File: config.mk
export PLATFORM = sky130hd
export DESIGN_NAME = fork_waiter
export DESIGN_NICKNAME = d
export VERILOG_FILES = /design/src/rtl/philo_pkg.sv /design/src/rtl/waiter_rr_pick.sv /design/src/rtl/fork_waiter.sv
export SDC_FILE = /design/constraint.sdc
export NUM_CORES = 1
export LEC_CHECK = 0
export CORE_MARGIN = 4
export CORE_UTILIZATION = 55
export CTS_CLUSTER_SIZE = 16
export DETAILED_ROUTE_END_ITERATION = 10
export PLACE_DENSITY_LB_ADDON = 0.15
export RECOVER_POWER = 100
export SETUP_SLACK_MARGIN = 0.4
export SLEW_MARGIN = 10
export SYNTH_ARGS = -nofsm -noshare
export SYNTH_HDL_FRONTEND = slang
export SYNTH_SLANG_ARGS = --single-unit
File: constraint.sdc
create_clock -name clk -period 12.1 [get_ports clk]
set_clock_uncertainty 0.05 [all_clocks]
set_input_delay 3.63 -clock clk [delete_from_list [all_inputs] [get_ports clk]]
set_output_delay 3.63 -clock clk [all_outputs]
set_load 0.03 [all_outputs]
File: src/rtl/philo_pkg.sv
// philo_pkg -- shared definitions for the fork_waiter dining-philosophers arbiter.
//   phil_state_t : per-philosopher state encoding (IDLE/WAIT/EAT)
//   AGE_W        : width of the optional per-philosopher wait-age counter
//   left/right   : ring-neighbor index helpers for a ring of n philosophers
package philo_pkg;

    typedef enum logic [1:0] {
        IDLE = 2'b00,
        WAIT = 2'b01,
        EAT  = 2'b10
    } phil_state_t;

    localparam int AGE_W = 4;

    function automatic int unsigned left(input int unsigned i, input int unsigned n);
        return (i + n - 1) % n;
    endfunction

    function automatic int unsigned right(input int unsigned i, input int unsigned n);
        return (i + 1) % n;
    endfunction

endpackage

File: src/rtl/waiter_rr_pick.sv
// waiter_rr_pick -- combinational rotating pick over the philosopher ring.
// Scans ptr_i, ptr_i+1, ... once around the ring and picks every waiting
// philosopher whose neighbors are neither eating nor already picked earlier
// in the same scan, and which is not blocked.
//   wait_i     : N-bit, philosopher is waiting
//   eat_i      : N-bit, philosopher is eating (registered state)
//   block_i    : N-bit, philosopher excluded from this scan
//   ptr_i      : scan start index
//   pick_o     : N-bit, philosophers granted this cycle
//   ptr_next_o : (last picked index + 1) mod N, or ptr_i when nothing picked
module waiter_rr_pick
    import philo_pkg::*;
#(
    parameter int N  = 8,
    parameter int PW = 3
) (
    input  logic [N-1:0]  wait_i,
    input  logic [N-1:0]  eat_i,
    input  logic [N-1:0]  block_i,
    input  logic [PW-1:0] ptr_i,
    output logic [N-1:0]  pick_o,
    output logic [PW-1:0] ptr_next_o
);

    localparam int unsigned NU = N;

    logic [PW-1:0] idx;
    logic [PW-1:0] lft;
    logic [PW-1:0] rgt;
    logic [PW-1:0] last;
    logic          any;

    always_comb begin
        pick_o = '0;
        idx    = '0;
        lft    = '0;
        rgt    = '0;
        last   = '0;
        any    = 1'b0;
        for (int unsigned k = 0; k < NU; k++) begin
            idx = PW'((32'(ptr_i) + k) % NU);
            lft = PW'(left(32'(idx), NU));
            rgt = PW'(right(32'(idx), NU));
            // pick_o only holds indices visited earlier in this scan, so
            // testing it enforces the "picked earlier" neighbor rule.
            if (wait_i[idx] && !block_i[idx] && !eat_i[lft] && !eat_i[rgt] &&
                !pick_o[lft] && !pick_o[rgt]) begin
                pick_o[idx] = 1'b1;
                last        = idx;
                any         = 1'b1;
            end
        end
        ptr_next_o = any ? PW'((32'(last) + 1) % NU) : ptr_i;
    end

endmodule

File: src/rtl/fork_waiter.sv
// fork_waiter -- dining-philosophers fork arbiter for a ring of N philosophers.
// Each philosopher moves IDLE -> WAIT (hungry) -> EAT (picked) -> IDLE (done).
// Picks are made from registered state only, so grants never conflict.
//   clk       : clock
//   reset     : asynchronous active-high reset
//   hungry    : N-bit request to eat
//   done      : N-bit release of both forks
//   eat       : N-bit, philosopher i holds forks i and (i+1) mod N (registered)
//   waiting   : N-bit, philosopher i is queued (registered)
//   conflict  : any ring-adjacent pair both eating (combinational, always 0)
//   grant_cnt : saturating count of grants since reset (registered)
// Build option: define FORK_WAITER_AGING_EN to add aging priority, where a
// philosopher waiting AGE_MAX or more cycles blocks both neighbors and is
// picked ahead of the round-robin scan.
module fork_waiter
    import philo_pkg::*;
#(
    parameter int N       = 8,
    parameter int AGE_MAX = 8
) (
    input  logic         clk,
    input  logic         reset,
    input  logic [N-1:0] hungry,
    input  logic [N-1:0] done,
    output logic [N-1:0] eat,
    output logic [N-1:0] waiting,
    output logic         conflict,
    output logic [15:0]  grant_cnt
);

    localparam int PW = (N > 1) ? $clog2(N) : 1;

    if (N < 2 || N > 64) begin : g_bad_n
        $error("fork_waiter: N must be in 2..64");
    end
    if (AGE_MAX < 1 || AGE_MAX > (1 << AGE_W) - 1) begin : g_bad_age
        $error("fork_waiter: AGE_MAX must be in 1..15");
    end

    // {eat_q[i], wait_q[i]} is exactly philosopher i's phil_state_t encoding.
    logic [N-1:0]  eat_q, wait_q, eat_d, wait_d;
    logic [N-1:0]  pick;
    logic [PW-1:0] ptr_q, ptr_d;
    logic [15:0]   cnt_q, cnt_d;
    logic [16:0]   n_pick, cnt_sum;
    phil_state_t   cur_st [N];
    phil_state_t   nxt_st [N];

`ifdef FORK_WAITER_AGING_EN
    logic [AGE_W-1:0] age_q [N];
    logic [N-1:0]     starved, block_r, pick_s, pick_r;
    logic [PW-1:0]    ptr_s, ptr_r;

    always_ff @(posedge clk or posedge reset) begin
        if (reset) begin
            for (int i = 0; i < N; i++) age_q[i] <= '0;
        end else begin
            for (int i = 0; i < N; i++) begin
                if (!wait_d[i])
                    age_q[i] <= '0;
                else if (wait_q[i] && age_q[i] != '1)
                    age_q[i] <= age_q[i] + 1'b1;
            end
        end
    end

    always_comb begin
        starved = '0;
        block_r = '0;
        for (int i = 0; i < N; i++)
            starved[i] = wait_q[i] && (age_q[i] >= AGE_W'(AGE_MAX));
        for (int i = 0; i < N; i++)
            block_r[i] = starved[PW'(left(i, N))] | starved[PW'(right(i, N))];
    end

    // Starved philosophers go first; adjacent starved ones are resolved by
    // the scan order of this first pass.
    waiter_rr_pick #(.N(N), .PW(PW)) u_pick_starved (
        .wait_i     (starved),
        .eat_i      (eat_q),
        .block_i    ('0),
        .ptr_i      (ptr_q),
        .pick_o     (pick_s),
        .ptr_next_o (ptr_s)
    );

    waiter_rr_pick #(.N(N), .PW(PW)) u_pick_rr (
        .wait_i     (wait_q & ~starved),
        .eat_i      (eat_q),
        .block_i    (block_r),
        .ptr_i      (ptr_q),
        .pick_o     (pick_r),
        .ptr_next_o (ptr_r)
    );

    assign pick  = pick_s | pick_r;
    assign ptr_d = (|pick_r) ? ptr_r : ptr_s;
`else
    waiter_rr_pick #(.N(N), .PW(PW)) u_pick_rr (
        .wait_i     (wait_q),
        .eat_i      (eat_q),
        .block_i    ('0),
        .ptr_i      (ptr_q),
        .pick_o     (pick),
        .ptr_next_o (ptr_d)
    );
`endif

    always_comb begin
        eat_d  = '0;
        wait_d = '0;
        for (int i = 0; i < N; i++) begin
            cur_st[i] = phil_state_t'({eat_q[i], wait_q[i]});
            nxt_st[i] = cur_st[i];
            case (cur_st[i])
                IDLE:    if (hungry[i]) nxt_st[i] = WAIT;
                WAIT:    if (pick[i])   nxt_st[i] = EAT;
                EAT:     if (done[i])   nxt_st[i] = IDLE;
                default: nxt_st[i] = IDLE;
            endcase
            eat_d[i]  = (nxt_st[i] == EAT);
            wait_d[i] = (nxt_st[i] == WAIT);
        end
    end

    always_comb begin
        n_pick = '0;
        for (int i = 0; i < N; i++) n_pick = n_pick + 17'(pick[i]);
        cnt_sum = {1'b0, cnt_q} + n_pick;
        cnt_d   = cnt_sum[16] ? 16'hFFFF : cnt_sum[15:0];
    end

    always_ff @(posedge clk or posedge reset) begin
        if (reset) begin
            eat_q  <= '0;
            wait_q <= '0;
            ptr_q  <= '0;
            cnt_q  <= '0;
        end else begin
            eat_q  <= eat_d;
            wait_q <= wait_d;
            ptr_q  <= ptr_d;
            cnt_q  <= cnt_d;
        end
    end

    always_comb begin
        conflict = 1'b0;
        for (int i = 0; i < N; i++)
            conflict = conflict | (eat_q[i] & eat_q[PW'(right(i, N))]);
    end

    assign eat       = eat_q;
    assign waiting   = wait_q;
    assign grant_cnt = cnt_q;

endmodule
Word level (Yosys, flattened, before mapping)
Memory sizes are Yosys's and may differ from the RTL's.
Cells that the tools add are included.
{ "op_classes": {"n_div": 0, "bitwise_logic": 22, "n_shift": 0, "order_cmp": 31, "n_addsub": 39, "mux": 158, "reduce_logical": 95, "eq_ne": 32, "multipliers": 0} }
{ "ops": {"columns": ["operator", "n"], "rows": [
  ["binary-select mux 1 bit (select 3 bit)", 38],
  ["less-than comparator 3 x 4 -> 1 bit (second input constant)", 23],
  ["2-to-1 mux 8 bit", 8],
  ["2-to-1 mux 1 bit", 63],
  ["OR 8 bit", 7],
  ["adder 3 x 1 -> 3 bit (second input constant)", 17],
  ["logical AND 1 bit", 48],
  ["2-to-1 mux 2 bit", 24],
  ["one-hot mux 2 bit (3 select lines)", 8],
  ["zero test 1 bit", 39],
  ["equality test 2 x 1 -> 1 bit (second input constant)", 16],
  ["equality test 2 bit (second input constant)", 16],
  ["demux 1 bit (select 3 bit)", 8],
  [">= comparator 3 x 1 -> 1 bit (second input constant)", 8],
  ["2-to-1 mux 3 bit", 8],
  ["subtractor 3 x 1 -> 3 bit (second input constant)", 8],
  ["adder 16 x 8 -> 17 bit", 1],
  ["zero test 2 bit", 8],
  ["2-to-1 mux 16 bit", 1],
  ["adder 3 bit (second input constant)", 4],
  ["adder 7 x 1 -> 8 bit", 1],
  ["bitwise AND 1 bit", 8],
  ["adder 6 x 1 -> 7 bit", 1],
  ["OR 1 bit", 7],
  ["6 further kinds", 7]
]} }
{ "totals": {"input_bits": 18, "output_inout_bits": 33, "word_cells": 390, "mem_bits_ro": 72, "latch_bits": 0, "memories": 9, "mem_bits_rw": 0, "ff_bits": 35} }
{ "memory_table": {"columns": ["memory", "depth", "width", "rd", "rd_clocked_by_memory_dff", "wr", "line", "source"], "rows": [
  ["(no name shown)", 8, 1, 1, 0, 0, "waiter_rr_pick.sv:46", "if (wait_i[idx] && !block_i[idx] && !eat_i[lft] && !eat_i[rgt] &&"],
  ["(no name shown)", 8, 1, 1, 0, 0, "waiter_rr_pick.sv:46", null],
  ["(no name shown)", 8, 1, 1, 0, 0, "waiter_rr_pick.sv:46", null],
  ["(no name shown)", 8, 1, 1, 0, 0, "waiter_rr_pick.sv:46", null],
  ["(no name shown)", 8, 1, 1, 0, 0, "waiter_rr_pick.sv:47", "!pick_o[lft] && !pick_o[rgt]) begin"],
  ["(no name shown)", 8, 1, 1, 0, 0, "waiter_rr_pick.sv:46", null],
  ["3 more memories", null, null, null, null, null, null, null]
]} }

Depth between registers and ports, before layout
Gate-level depths: netlist of the first run.
{ "logic_depth": {"ltp_word": 61, "mapped_depth": 39, "depth_no_buf": 30} }

Modules after synthesis
Synthesis of the first run repeated with hierarchy kept, for this count alone.
{ "hier_totals": {"cells_unflattened": 549, "area_unflattened_um2": 4439.3} }
{ "modules_own_cells": {"columns": ["mod", "instances", "cells_each", "seq_area_each_um2", "area_each_um2"], "rows": [
  ["waiter_rr_pick", 1, 375, 0.0, 2690.1],
  ["fork_waiter", 1, 174, 875.8, 1749.2]
]} }

Least setup slack after synthesis of the first run
No wires, ideal clock.
{ "synth_path": {"path_kind": "register to register", "startpoint": "register ptr_q[0]", "endpoint": "register cnt_q[9], in the netlist grant_cnt[9]", "arrival_time_ns": 8.883, "slack_ns": 3.025, "path_stages_with_launch": 37, "setup_ns": 0.142, "path_cell_list": "dfrtp_1 buf_6 buf_2 inv_1 clkbuf_1 ha_1 buf_4 buf_6 xnor2_2 mux2i_1 o22ai_1 o21bai_1 a2111oi_4 a21oi_1 a2111oi_4 nand4_4 and3_1 o32a_4 nor2_1 buf_2 a311oi_1 o211ai_2 nand2_2 o41ai_2 fa_1 fa_1 inv_1 fa_1 fa_1 inv_1 fa_1 a21o_1 a21oi_1 nor3_1 nand3_1 clkbuf_1 o21ai_0"} }
{ "synth_between": {"elab_chain_len": 61, "word_cells_on_any_way": 267, "classes_between": "38 x add/sub; 16 x order compare; 110 x mux; 7 x bitwise; 87 x reduce/logical; 9 x memory"} }
{ "synth_lines": {"columns": ["element", "line", "source"], "rows": [
  ["start, declared", "fork_waiter.sv:43", "logic [PW-1:0] ptr_q, ptr_d;"],
  ["start signal, assigned", "fork_waiter.sv:142", "ptr_q <= ptr_d;"],
  ["adder 3 x 1 -> 3 bit", "philo_pkg.sv:16", "return (i + n - 1) % n;"],
  ["subtractor 3 x 1 -> 3 bit", "philo_pkg.sv:16", null],
  ["binary-select mux 1 bit (select 3 bit)", "waiter_rr_pick.sv:46", null],
  ["2-to-1 mux 1 bit (implied by the code)", "waiter_rr_pick.sv:46", null],
  ["zero test 1 bit", "waiter_rr_pick.sv:46", null],
  ["logical AND 1 bit (3 in series)", "waiter_rr_pick.sv:46", null],
  ["logical AND 1 bit", "waiter_rr_pick.sv:47", null],
  ["2-to-1 mux 8 bit", "waiter_rr_pick.sv:46", null],
  ["[44 not listed]", null, null],
  ["adder 3 x 1 -> 4 bit", "fork_waiter.sv:128", "for (int i = 0; i < N; i++) n_pick = n_pick + 17'(pick[i]);"],
  ["adder 4 x 1 -> 5 bit", "fork_waiter.sv:128", null],
  ["adder 5 x 1 -> 6 bit", "fork_waiter.sv:128", null],
  ["adder 6 x 1 -> 7 bit", "fork_waiter.sv:128", null],
  ["adder 7 x 1 -> 8 bit (*)", "fork_waiter.sv:128", null],
  ["adder 16 x 8 -> 17 bit (*)", "fork_waiter.sv:129", "cnt_sum = {1'b0, cnt_q} + n_pick;"],
  ["2-to-1 mux 16 bit (*)", "fork_waiter.sv:130", "cnt_d = cnt_sum[16] ? 16'hFFFF : cnt_sum[15:0];"],
  ["net cnt_d[9]", "fork_waiter.sv:44", "logic [15:0] cnt_q, cnt_d;"],
  ["end signal, assigned", "fork_waiter.sv:143", "cnt_q <= cnt_d;"],
  ["end, declared", "fork_waiter.sv:44", null]
]} }
Mark *: on every way through the listed nets, which the timed path passes. The rest lies on a longest branch. The select of a mux whose other input is x is not followed.
A chain may end at the register's enable or synchronous reset.

Worst setup path in the final report of the first run
{ "layout_path": {"startpoint": "register ptr_q[1]", "endpoint": "register cnt_q[7], in the netlist grant_cnt[7]"} }
The elaborated chain is that of the path after synthesis.

==> impl_metrics.ini, run 1 <==
[timing]
finalSetupViolCount = 0
max_freq_mhz = 90.6
tns_ns = 0
rsz0062_at_grt = no
finalHoldViolCount = 0
slew_violations = 36
slew_headroom_pct = -29.9
worst_pin_slew_ns = 1.95
min_period_over_period_pct = 91.2
layout_min_cycle_time_ns = 11.03

[hold_path]
worstHoldEndpoint = grant_cnt[8]
whs_path_depth = 2
hold_class = reg2reg
worst_hold_startpoint = grant_cnt[8]

[cts]
clock_path_buffers = 2
cts_buffers = 5
clk_latency_ns = 0.29
clkTransAtPathRegs_ns = 0.07
cts_hold_buf = 0
cts.sinks = 35
htreeDepth = 2
cts_tree = yes
cts_root_buf = clkbuf_8

[routing]
drt_iter0_drc = 545
drt_wl_total_microns = 16600
drcViolationCount = 0
vias_per_cell = 7.07
avgRoutedWirePerCell_microns = 22.5
vias = 5208
drtAntennaViolNets = 0
dr.pass1.iters = 5

[setup_path]
slowest_stage = ha_1
crit_path_end_kind = register
cp.required_ns = 12.26
arrival_ns = 11.19
start_kind = register
cpPeakStageDelay_ns = 0.81
crit_type = reg2reg
rrSetupSlack_ns = 1.07
r2r_cells = 31
cp_max_fo = 22
worst_r2r_endpoint = grant_cnt[7]
crit_top_cell = fa_1
timing.rr.start = ptr_q[1]

[global_route]
grt_max_degree = 59
grt_pass1_vias = 4913
globalRoute.totalOverflow = 0
antenna_found_initial = 0
grt_pass1_wl_microns = 26800
grt_use_total_pct = 33.1

[logic_synthesis]
yosysTopAreaCell = dfrtp_1
synthTopCellsByArea = dfrtp_1 (18%), nand2_1 (6.1%), mux4_2 (5.6%)
synth_fp_nets = 642
syn_area_per_cell_sq_um = 7.93
synth_top_area_share_pct = 18.3
synthesis.area_sq_mm = 0.00479
yosysUniqueCellTypes = 78
yosysMostFrequentCell = nand2_1
synthFlopType = dfrtp_1
syn_inst = 604
synthArstFlopShare_pct = 100
synth_commonest_cells = nand2_1 (78), nor2_1 (50), dfrtp_1 (35)
ys_ff_latch = 35
synth-seq-area-share_pct = 18.3
yosysWarnings = 0
synth-edff-count = 0

[cells_and_area]
area_growth_syn_to_layout_pct = 13.1
diodes = 0
fin_nets = 669
fill_cells = 705
layout-drive-gt1-share_pct = 9.02

[job]
cap_violations = 1

[floorplan]
die_y_microns = 101
die_x_microns = 101
start_util_pct = 57.5
ios = 51
die-area_sq_mm = 0.0103
core-area_sq_mm = 0.00834
std_cell_rows = 33

[place]
place_congestion = 1.04
hpwl_microns = 12200
port_buffers = 50

[status]
run_status = finished, violations left
failed_checks = max-capacitance violations, max-slew violations
## critical path, delay by kind of cell (launching register included)
family          cells  cell delay, ns
compound gates     15            4.43
fa+ha+maj           6            3.05
buf+inv             5            0.99
flops               1            0.73
mux                 1            0.27
simple gates        4            1.41
## registers in the layout, indices dropped and copies added (netlist names)
signal and count:
grant_cnt 16, ptr_q 3, eat 8, waiting 8
## worst max-delay path by stage
| stage | startpoint | end | slack (ns) | cells after the start |
|---|---|---|---|---|
| 5_1_grt | ptr_q[1] | grant_cnt[9] | 0.25 | 31 |
| 6_report | ptr_q[1] | grant_cnt[7] | 1.07 | 31 |
| 3_3_place_gp | ptr_q[1] | grant_cnt[9] | 1.50 | 31 |
| 2_1_floorplan | ptr_q[0] | grant_cnt[9] | 3.02 | 36 |
| 4_1_cts | ptr_q[1] | grant_cnt[7] | 1.21 | 31 |
| 3_5_place_dp | ptr_q[1] | grant_cnt[5] | 1.21 | 32 |
## layout by cell type, fill, tap and decap left out, drive strengths merged, types with 7 or more instances in the layout
master / count
o311ai: 7
xnor2: 15
mux2i: 23
mux4: 12
o31ai: 9
buf: 13
a21oi: 32
a31oi: 18
nand2: 79
and3: 11
nand4: 7
inv: 24
nor2: 50
dlygate4sd3: 34
o21ai: 39
dfrtp: 35
clkdlybuf4s50: 16
clkbuf: 8
nand2b: 7
ha: 15
xor2: 7
nand3: 25
o211ai: 13
o21a: 9
nor3: 9
nor2b: 12
## kinds of logic (layout without fill, tap and decap cells)
group	after synthesis	after routing	share of synthesized area, %
mux	39	39	11.4
fa+ha+maj	20	20	6.01
compound gates	202	202	31.7
simple gates	218	218	21.6
flops	35	35	18.3
xor+xnor	22	22	4.88
buf+inv	68	96	6.14
## routing by layer
metal	GRT usage, %	vias up	share of wire (%)
met2	49.9	354	43
li1	-	2329	-
met3	5.37	78	9.8
met5	0	-	0
met4	13.2	0	4.9
met1	47.4	2447	42
## stage by stage
| step | cell area (sq um) | instances | utilization, % | setup slack [ns] | hold WS [ns] |
|---|---|---|---|---|---|
| after global routing | 5420 | 737 | 65.0 | 0.252 | 0.554 |
| after global placement | 5320 | 728 | 63.8 | 1.50 | 0.479 |
| after CTS | 5420 | 736 | 65.0 | 1.21 | 0.505 |
| after detailed placement | 5320 | 728 | 63.8 | 1.21 | 0.478 |
| final | 5420 | 737 | 65.0 | 1.07 | 0.496 |
| after floorplan | 4790 | 604 | - | 3.02 | 0.630 |
## cell type report
class                      count  area, sq um  area share, %
inverter                      24         90.1           1.66
multi-input combinational    501         3620           66.7
timing repair buffer          64          602           11.1
tap                          105          131           2.42
clock inverter                 1         7.51          0.139
sequential                    35          877           16.2
clock buffer                   7         96.3           1.78
## timing repair
action,CTS,global route
resized for setup,0,2
setup endpoints to repair,0,13
buffers inserted,0,1
Power of run 1 is left out: the tool's default activity adds up to more than one toggle a clock period on the data nets, which glitch-free logic cannot reach.
==> inputs of run 2 (changes only) <==
SKIP_CTS_REPAIR_TIMING = 1   (was not set)
==> results of run 2 <==
The final DEF is identical to that of run 1; final timing and power are the same.
Power of run 2 is left out for the same reason.
==> inputs of run 3 (changes only) <==
ABC_AREA = 1   (was not set)
TNS_END_PERCENT = 50   (was not set)
==> run 3 against run 2 <==
The flow still finishes with violations (max-capacitance violations, max-slew violations). Cell area shrank 7.0%. Core utilization fell by 0.40 points. Sequential cell count is the same. Register-to-register slack improved by 0.08 ns.
==> impl_metrics.ini, run 3 <==
[cts]
cts_root_buf = clkbuf_8
cts_buffers = 5
clkTransAtPathRegs_ns = 0.08
clk_latency_ns = 0.29
cts.sinks = 35
clock_path_buffers = 2
htreeDepth = 2
cts_tree = yes

[logic_synthesis]
yosysMostFrequentCell = nand2_1
synthArstFlopShare_pct = 100
ys_ff_latch = 35
synth-edff-count = 0
synthFlopType = dfrtp_1
synthesis.area_sq_mm = 0.00447
synth_commonest_cells = nand2_1 (211), nand3_1 (111), inv_1 (91)
synth_fp_nets = 764
synth_top_area_share_pct = 19.6
syn_inst = 726
synthTopCellsByArea = dfrtp_1 (20%), nand2_1 (18%), nand3_1 (12%)
synth-seq-area-share_pct = 19.6
yosysWarnings = 0
yosysUniqueCellTypes = 51
syn_area_per_cell_sq_um = 6.16
yosysTopAreaCell = dfrtp_1

[timing]
finalSetupViolCount = 0
tns_ns = 0
worst_pin_slew_ns = 1.90
min_period_over_period_pct = 90.5
layout_min_cycle_time_ns = 10.96
slew_headroom_pct = -26.4
max_freq_mhz = 91.3
finalHoldViolCount = 0
rsz0062_at_grt = no
slew_violations = 36

[setup_path]
cpPeakStageDelay_ns = 0.78
arrival_ns = 11.06
crit_top_cell = nand2_1
cp.required_ns = 12.20
slowest_stage = ha_1
crit_path_end_kind = register
timing.rr.start = ptr_q[1]
crit_type = reg2reg
startpoint = ptr_q[1]
start_kind = register
rrSetupSlack_ns = 1.14
cp_max_fo = 19

[place]
place_congestion = 1.04
dpl-instance-area_sq_mm = 0.00499
hpwl_microns = 11900
port_buffers = 50

[status]
run_status = finished, violations left
failed_checks = max-capacitance violations, max-slew violations

[routing]
drtAntennaViolNets = 0
avgRoutedWirePerCell_microns = 17.9
vias_per_cell = 5.99
drcViolationCount = 0
drt_iter0_drc = 569
dr.pass1.iters = 6
drt_wl_total_microns = 15600
vias = 5211

[floorplan]
die_x_microns = 98.2
core-area_sq_mm = 0.00781
start_util_pct = 57.3
ios = 51
die-area_sq_mm = 0.00963
die_y_microns = 98.2
std_cell_rows = 32

[cells_and_area]
largest_reg_flops = 16
fin_nets = 805
layout_common_cells = nand2_1 (214), nand3_1 (112), inv_1 (91), nor2_1 (45), o21ai_0 (44)
diodes = 0
layout-drive-gt1-share_pct = 9.11
final_area_sq_mm = 0.00504
fill_cells = 685
area_growth_syn_to_layout_pct = 12.8
layout_commonest_cell = nand2_1

[global_route]
use_met1_pct = 41.9
grt_use_met2_pct = 52.8
grtUsageMet3_pct = 2.57
globalRoute.totalOverflow = 0
antenna_found_initial = 0
busiest_layer = met2
grt_max_degree = 54
grt_use_total_pct = 31.7
grt_pass1_wl_microns = 24600
grt_pass1_vias = 4799

[job]
cap_violations = 1

[hold_path]
hold_class = reg2reg
worst_hold_startpoint = waiting[1]
## run 3: critical path, delay by kind of cell, from the launching register on
kind,cells,cell delay [ns]
adder cells (fa/ha/maj),5,2.84
buffers and inverters,8,0.98
AND/OR/NAND/NOR,35,4.89
flip-flops,1,0.60
AO/OA/AOI/OAI,6,1.42
## run 3: kinds of logic after synthesis
group	after synthesis	synth area share, %
buf+inv	127	12.2
compound gates	105	14.6
xor+xnor	8	1.99
flops	35	19.6
simple gates	430	44.9
fa+ha+maj	20	6.44
mux	1	0.224
## run 3: path summary, 6_finish.rpt
| kind | end | cells after the start |
|---|---|---|
| setup / recovery | grant_cnt[15] | 54 |
| hold / removal | eat[1] | 1 |
| setup reg to reg | grant_cnt[15] | 54 |
| hold reg to reg | eat[1] | 1 |
| max in group asynchronous | grant_cnt[9] | 3 |
| min in group asynchronous | waiting[1] | 3 |
## run 3: final cells by class
type | instances | area [sq um] | area share (%)
Tap cell | 102 | 128 | 2.53
Sequential cell | 35 | 876 | 17.4
Timing Repair Buffer | 54 | 527 | 10.4
Inverter | 107 | 412 | 8.16
Clock buffer | 5 | 68.8 | 1.36
Multi-Input combinational cell | 564 | 3020 | 59.8
Clock inverter | 3 | 15.0 | 0.298
## run 3: per-stage QoR
| step | hold slack [ns] | utilization [%] | setup WS [ns] | cells |
|---|---|---|---|---|
| 3_5_place_dp | 0.465 | 64.0 | 1.65 | 862 |
| 3_3_place_gp | 0.444 | 64.0 | 2.07 | 862 |
| 4_1_cts | 0.466 | 65.0 | 1.57 | 870 |
| 6_report | 0.464 | 64.6 | 1.14 | 870 |
| 2_1_floorplan | 0.624 | - | 3.20 | 726 |
| 5_1_grt | 0.499 | 64.6 | 0.262 | 870 |
## run 3: metal layers
metal	wire, microns	share of wire (%)
met5	0	0
met4	840	5.4
met3	1340	8.6
met2	7190	46
met1	6230	40
Power of run 3 is left out for the same reason.
==> patch 1 (flow settings as in run 2) <==
The option `FORK_WAITER_AGING_EN` is turned on by a define.
--- a/src/rtl/fork_waiter.sv
+++ b/src/rtl/fork_waiter.sv
@@ -12,6 +12,8 @@
 // Build option: define FORK_WAITER_AGING_EN to add aging priority, where a
 // philosopher waiting AGE_MAX or more cycles blocks both neighbors and is
 // picked ahead of the round-robin scan.
+`define FORK_WAITER_AGING_EN
+
 module fork_waiter
     import philo_pkg::*;
 #(
Check against the original RTL: not settled (the Yosys comparison gave no result); the edit may change what the design does.
==> patch 1 against run 2 <==
  * The flow still finishes with violations (max-capacitance violations, max-slew violations)
  * Design area is 74% higher
  * Routed wire length is 99% higher
  * First-iteration DRC count increased to 2.8 times the old value
  * Final cell count rose by 78%
  * Fmax increased by 1.4%
  * Sequential cell count increased by 32
  * Worst setup slack improved by 160 ps
  * Hold slack got worse by 10 ps
  * Sequential share of layout area is 1.6 points higher
  * Synthesized area is 83% higher
  * Non-clock buffer count rose by 5
  * Critical endpoint is now grant_cnt[1]$_DFF_PP0_
Power is not shown: default switching activity piles up to over one toggle a cycle in this logic, so the estimate is an artifact.
==> patch 1: results (changes against run 2) <==
- Antenna diodes: 0 (unchanged)
- H-tree levels: 3 (+1)
- Netlist cell types: 113 (+45%)
- Initial antenna violation count: 0 (unchanged)
- Filler cells: 1399 (+98%)
- Max reg flops: 32 (+16)
- Max Fanout on Critical Path: 29 (+32%)
- Avg Cell Area, Syn: 8.03 µm² (+1.2%)
- RePlAce Congestion: 1.10 (+5.9%)
- GRT Total Usage: 0.364 (+0.0331)
- I/O Buffers: 50 (unchanged)
- CTS Root Buffer Type: clkbuf_16
- Synthesis Warnings: 0 (unchanged)
- Final net count: 1150 (+72%)
- CP Data Arrival Time: 11100 ps (-90 ps)
- CP max stage delay: 920 ps (+110 ps)
- Ranking of synthesized cells by area: dfrtp_1 (19%), nand2_1 (5.6%), ha_1 (4.3%), mux4_2 (3.9%), nor2_1 (3.8%)
- HP Class: flip-flop to flip-flop
- DRT Pass-1 Iters: 7 (+2)
- Final Max Slew Viols: 68 (+89%)
- Iter 0 DRT Violations: 1509 (+180%)
- Deepest clock path buffer count: 2 (unchanged)
- TritonCTS Buffers: 9 (+4)
- Post-synth top cells: nand2_1 (131), nor2_1 (89), dfrtp_1 (67)
- Routed WL: 33.0 mm (+99%)
- Routed wire per std cell: 25.1 µm (+12%)
- Reg2Reg Setup Slack: 1220 ps (+160 ps)
- Vias in the first global route: 8849 (+80%)
- Failing checks: max-capacitance violations, max-slew violations
- Async SR Flop Fraction: 1.00 (unchanged)
- DP Cell Count: 1297 (+78%)
- Share of cells above drive strength 1: 0.0935 (+0.00328)
- Synth Flop Type: dfrtp_1
- Dpl hpwl: 24.8 mm (+100%)
- Global-route wire length before repair: 50.9 mm (+90%)
- Max-Cap Viols: 1 (unchanged)
- Largest net degree at the start of global routing: 68 (+15%)
- Syn_nets: 1143 (+78%)
- Slew HR: -1.32 (-1.02)
- Via count: 9477 (+82%)
- Worst skew pair latency: 350 ps (+60 ps)
- Status: finished with violations
- Sequential area share after synthesis: 0.192 (+0.00874)
- Largest register by flop count: age_q
- Crit-path slowest cell: o21ai_0
- Clock transition at path regs: 70 ps (about the same)
[patch 1: cell count changes after synthesis, sizes merged, moves of 15 or more]
cell | run 2 | this run
nand2 | 79 | 132
nor2 | 50 | 90
a21oi | 32 | 64
dfrtp | 35 | 67
nor3 | 9 | 40
nand3 | 25 | 53
clkbuf | 25 | 42
inv | 24 | 41
ha | 15 | 30
o211ai | 13 | 28
o21ai | 39 | 54
[patch 1: final cells by class]
| cell class | instances | area (µm²) | share of cell area |
|---|---|---|---|
| clock buffers | 9 | 225 | 0.0239 |
| clock inverters | 7 | 76.3 | 0.00808 |
| inverters | 43 | 161 | 0.0171 |
| multi-input cells | 907 | 6400 | 0.678 |
| flip-flops and latches | 67 | 1680 | 0.178 |
| well taps | 211 | 264 | 0.0280 |
| repair buffers | 69 | 639 | 0.0677 |
[patch 1: cell families (layout without fill, tap and decap cells)]
| family | after synthesis | after routing | synth area share |
|---|---|---|---|
| xor gates and xnor gates | 39 | 39 | 0.0462 |
| buffers and inverters | 116 | 128 | 0.0626 |
| and+or+nand+nor | 420 | 420 | 0.235 |
| adders and majority gates | 35 | 35 | 0.0543 |
| AOI/OAI and AO/OA | 358 | 358 | 0.324 |
| muxes | 55 | 55 | 0.0863 |
| DFF | 67 | 67 | 0.192 |
[patch 1: worst max-delay path, delay by kind of cell (launching register included)]
| kind | cells | cell delay, ps |
|---|---|---|
| AOI/OAI and AO/OA | 12 | 4490 |
| adders and majority gates | 6 | 2910 |
| and+or+nand+nor | 4 | 1390 |
| DFF | 1 | 790 |
| xor gates and xnor gates | 2 | 590 |
| buffers and inverters | 4 | 560 |
[patch 1: metal layers]
| layer | global-route usage | share of wire |
|---|---|---|
| met1 | 0.473 | 0.38 |
| met5 | 0 | 0 |
| met4 | 0.198 | 0.065 |
| met3 | 0.135 | 0.14 |
| met2 | 0.526 | 0.42 |
[patch 1: final timing paths]
path	start	end	cells past startpoint
max reg2reg	ptr_q[1]$_DFFE_PP0P_	grant_cnt[1]$_DFF_PP0_	28
min reg2reg	age_q[30]$_DFFE_PP0P_	age_q[30]$_DFFE_PP0P_	1
max	ptr_q[1]$_DFFE_PP0P_	grant_cnt[1]$_DFF_PP0_	28
min in group asynchronous	reset	age_q[1]$_DFFE_PP0P_	3
min	age_q[30]$_DFFE_PP0P_	age_q[30]$_DFFE_PP0P_	1
max in group asynchronous	reset	ptr_q[0]$_DFFE_PP0P_	3
[patch 1: per-stage QoR]
stage	area [µm²]	hold slack [ps]	utilization	setup slack, ps
2_1_floorplan	8750	446	-	3300
3_3_place_gp	9280	463	0.604	1720
3_5_place_dp	9280	469	0.604	1650
4_1_cts	9580	480	0.623	1610
5_1_grt	9440	504	0.614	463
6_report	9440	486	0.614	1220
==> patch 2 (settings of run 2) <==
Without the edit above. Register the output `grant_cnt` once more, with the module's reset; this adds one clock of latency there. The other outputs are not delayed to match. Comments in the files are not updated.
--- a/src/rtl/fork_waiter.sv
+++ b/src/rtl/fork_waiter.sv
@@ -152,6 +152,12 @@
 
     assign eat       = eat_q;
     assign waiting   = wait_q;
-    assign grant_cnt = cnt_q;
+    always_ff @(posedge clk or posedge reset) begin
+        if (reset) begin
+            grant_cnt <= '0;
+        end else begin
+            grant_cnt <= cnt_q;
+        end
+    end
 
 endmodule
Function: not settled (the Yosys comparison gave no result); the edit may change what the design does.
==> patch 2 against run 2 <==
  * The flow still finishes with violations (max-capacitance violations, max-slew violations)
  * Worst setup slack better by 530 ps
  * Critical path depth is 4 lower
  * Synthesized area is 5.3% higher
  * Design area is 3.8% higher
  * Sequential cell count is 16 higher
  * Routed wire length is 2.2% lower
Power is not shown: default switching activity piles up to over one toggle a cycle in this logic, so the estimate is an artifact.
==> patch 2: results (changes against run 2) <==
- Status: finished with violations
- Failing checks: max-capacitance violations, max-slew violations
- Worst skew pair latency: 310 ps (+20 ps)
- Via count: 4881 (-6.3%)
- Syn_nets: 611 (-4.8%)
- Final net count: 636 (-4.9%)
- Max Fanout on Critical Path: 23 (+4.5%)
- Hold Crit Endpoint: grant_cnt[1]$_DFF_PP0_
- Placement Setup Slack: 2190 ps (+974 ps)
- Critical hold path startpoint: cnt_q[1]$_DFF_PP0_
- Iter 0 DRT Violations: 373 (-32%)
- Largest net degree at the start of global routing: 52 (-12%)
- Post-synth top cells: nand2_1 (64), nor2_1 (52), dfrtp_1 (51)
- R2R Path Start: ptr_q[1]$_DFFE_PP0P_
- Reg2Reg Setup Slack: 1590 ps (+530 ps)
- Hold Path Stages: 0 (-2)
- RR Endpoint: cnt_q[2]$_DFF_PP0_
- Hold WS: 345 ps (-151 ps)
- CP Data Arrival Time: 10630 ps (-560 ps)
- Post-synthesis compound-gate area fraction: 0.220 (-0.0971)
- Routed WL: 16.2 mm (-2.2%)
- RePlAce Congestion: 1.02 (-1.6%)
- Placed instance area: 5570 µm² (+4.7%)
- HP Class: flip-flop to flip-flop
- Max-Cap Viols: 1 (unchanged)
- XOR/XNOR share of the synthesized area: 0.0588 (+0.00993)
- Global-route wire length before repair: 26.1 mm (-2.6%)
- Ranking of synthesized cells by area: dfrtp_1 (25%), mux4_2 (9.4%), nand2_1 (4.8%), nor2_1 (3.9%), ha_1 (3.7%)
- Netlist cell types: 80 (+2.6%)
- Share of cells above drive strength 1: 0.0935 (+0.00330)
- Post-Synth Adder-Cell Area: 0.0570 (-0.00304)
- Fin crit share: 0.868 (-0.0437)
- Synthesis Warnings: 0 (unchanged)
- CP Class: flip-flop to flip-flop
- Slew HR: -0.227 (+0.0712)
- Vias in the first global route: 4685 (-4.6%)
- Clock transition at path regs: 100 ps (+30 ps)
- Proportion of synthesized area in mux cells: 0.150 (+0.0364)
- Dpl hpwl: 12.0 mm (-1.9%)
- FF-to-FF path depth: 27 (-13%)
- Sequential area share after synthesis: 0.253 (+0.0701)
- Deepest clock path buffer count: 2 (unchanged)
- GRT Total Usage: 0.301 (-0.0305)
- Final Max Slew Viols: 52 (+44%)
==> patch 2: critical path, cell delays in order, from the launching register on <==
cell and delay (ps):
dfrtp_1 760, inv_1 250, ha_1 450, buf_4 290
xnor2_1 830, mux2i_1 280, o211ai_1 130, o2bb2ai_1 500
a31o_1 590, o2bb2ai_1 110, buf_4 220, a221o_1 340
and3b_1 430, a41oi_1 500, a2111oi_0 800, nor2_1 220
fa_1 550, inv_1 60, fa_1 500, inv_1 60
fa_1 560, fa_1 170, inv_1 60, fa_1 400
a21o_1 190, a21oi_1 480, or3_1 480, nand2_1 100
==> patch 2: per-layer routing <==
layer / part of all wire / vias up / GRT usage
li1: - / 2168 / -
met1: 0.40 / 2406 / 0.415
met2: 0.48 / 270 / 0.484
met3: 0.095 / 37 / 0.0553
met4: 0.026 / 0 / 0.0931
met5: 0 / - / 0
==> patch 2: metrics by stage <==
step | cells | util
4_1_cts | 707 | 0.645
5_1_grt | 707 | 0.639
3_3_place_gp | 699 | 0.632
2_1_floorplan | 573 | -
6_report | 707 | 0.639
3_5_place_dp | 699 | 0.632
==> patch 2: cell families (layout without fill, tap and decap cells) <==
logic type      count (synthesis)  in the layout
xor+xnor                       28             28
flops                          51             51
compound gates                145            145
fa+ha+maj                      20             20
mux                            48             48
simple gates                  214            214
buf+inv                        67             93
==> patch 2: area by class of cell <==
cell class,instances,area (µm²)
flip-flops and latches,51,1280
inverters,25,93.8
clock inverters,2,38.8
fillers,750,3180
clock buffers,6,72.6
repair buffers,60,576
well taps,108,135
multi-input cells,455,3440
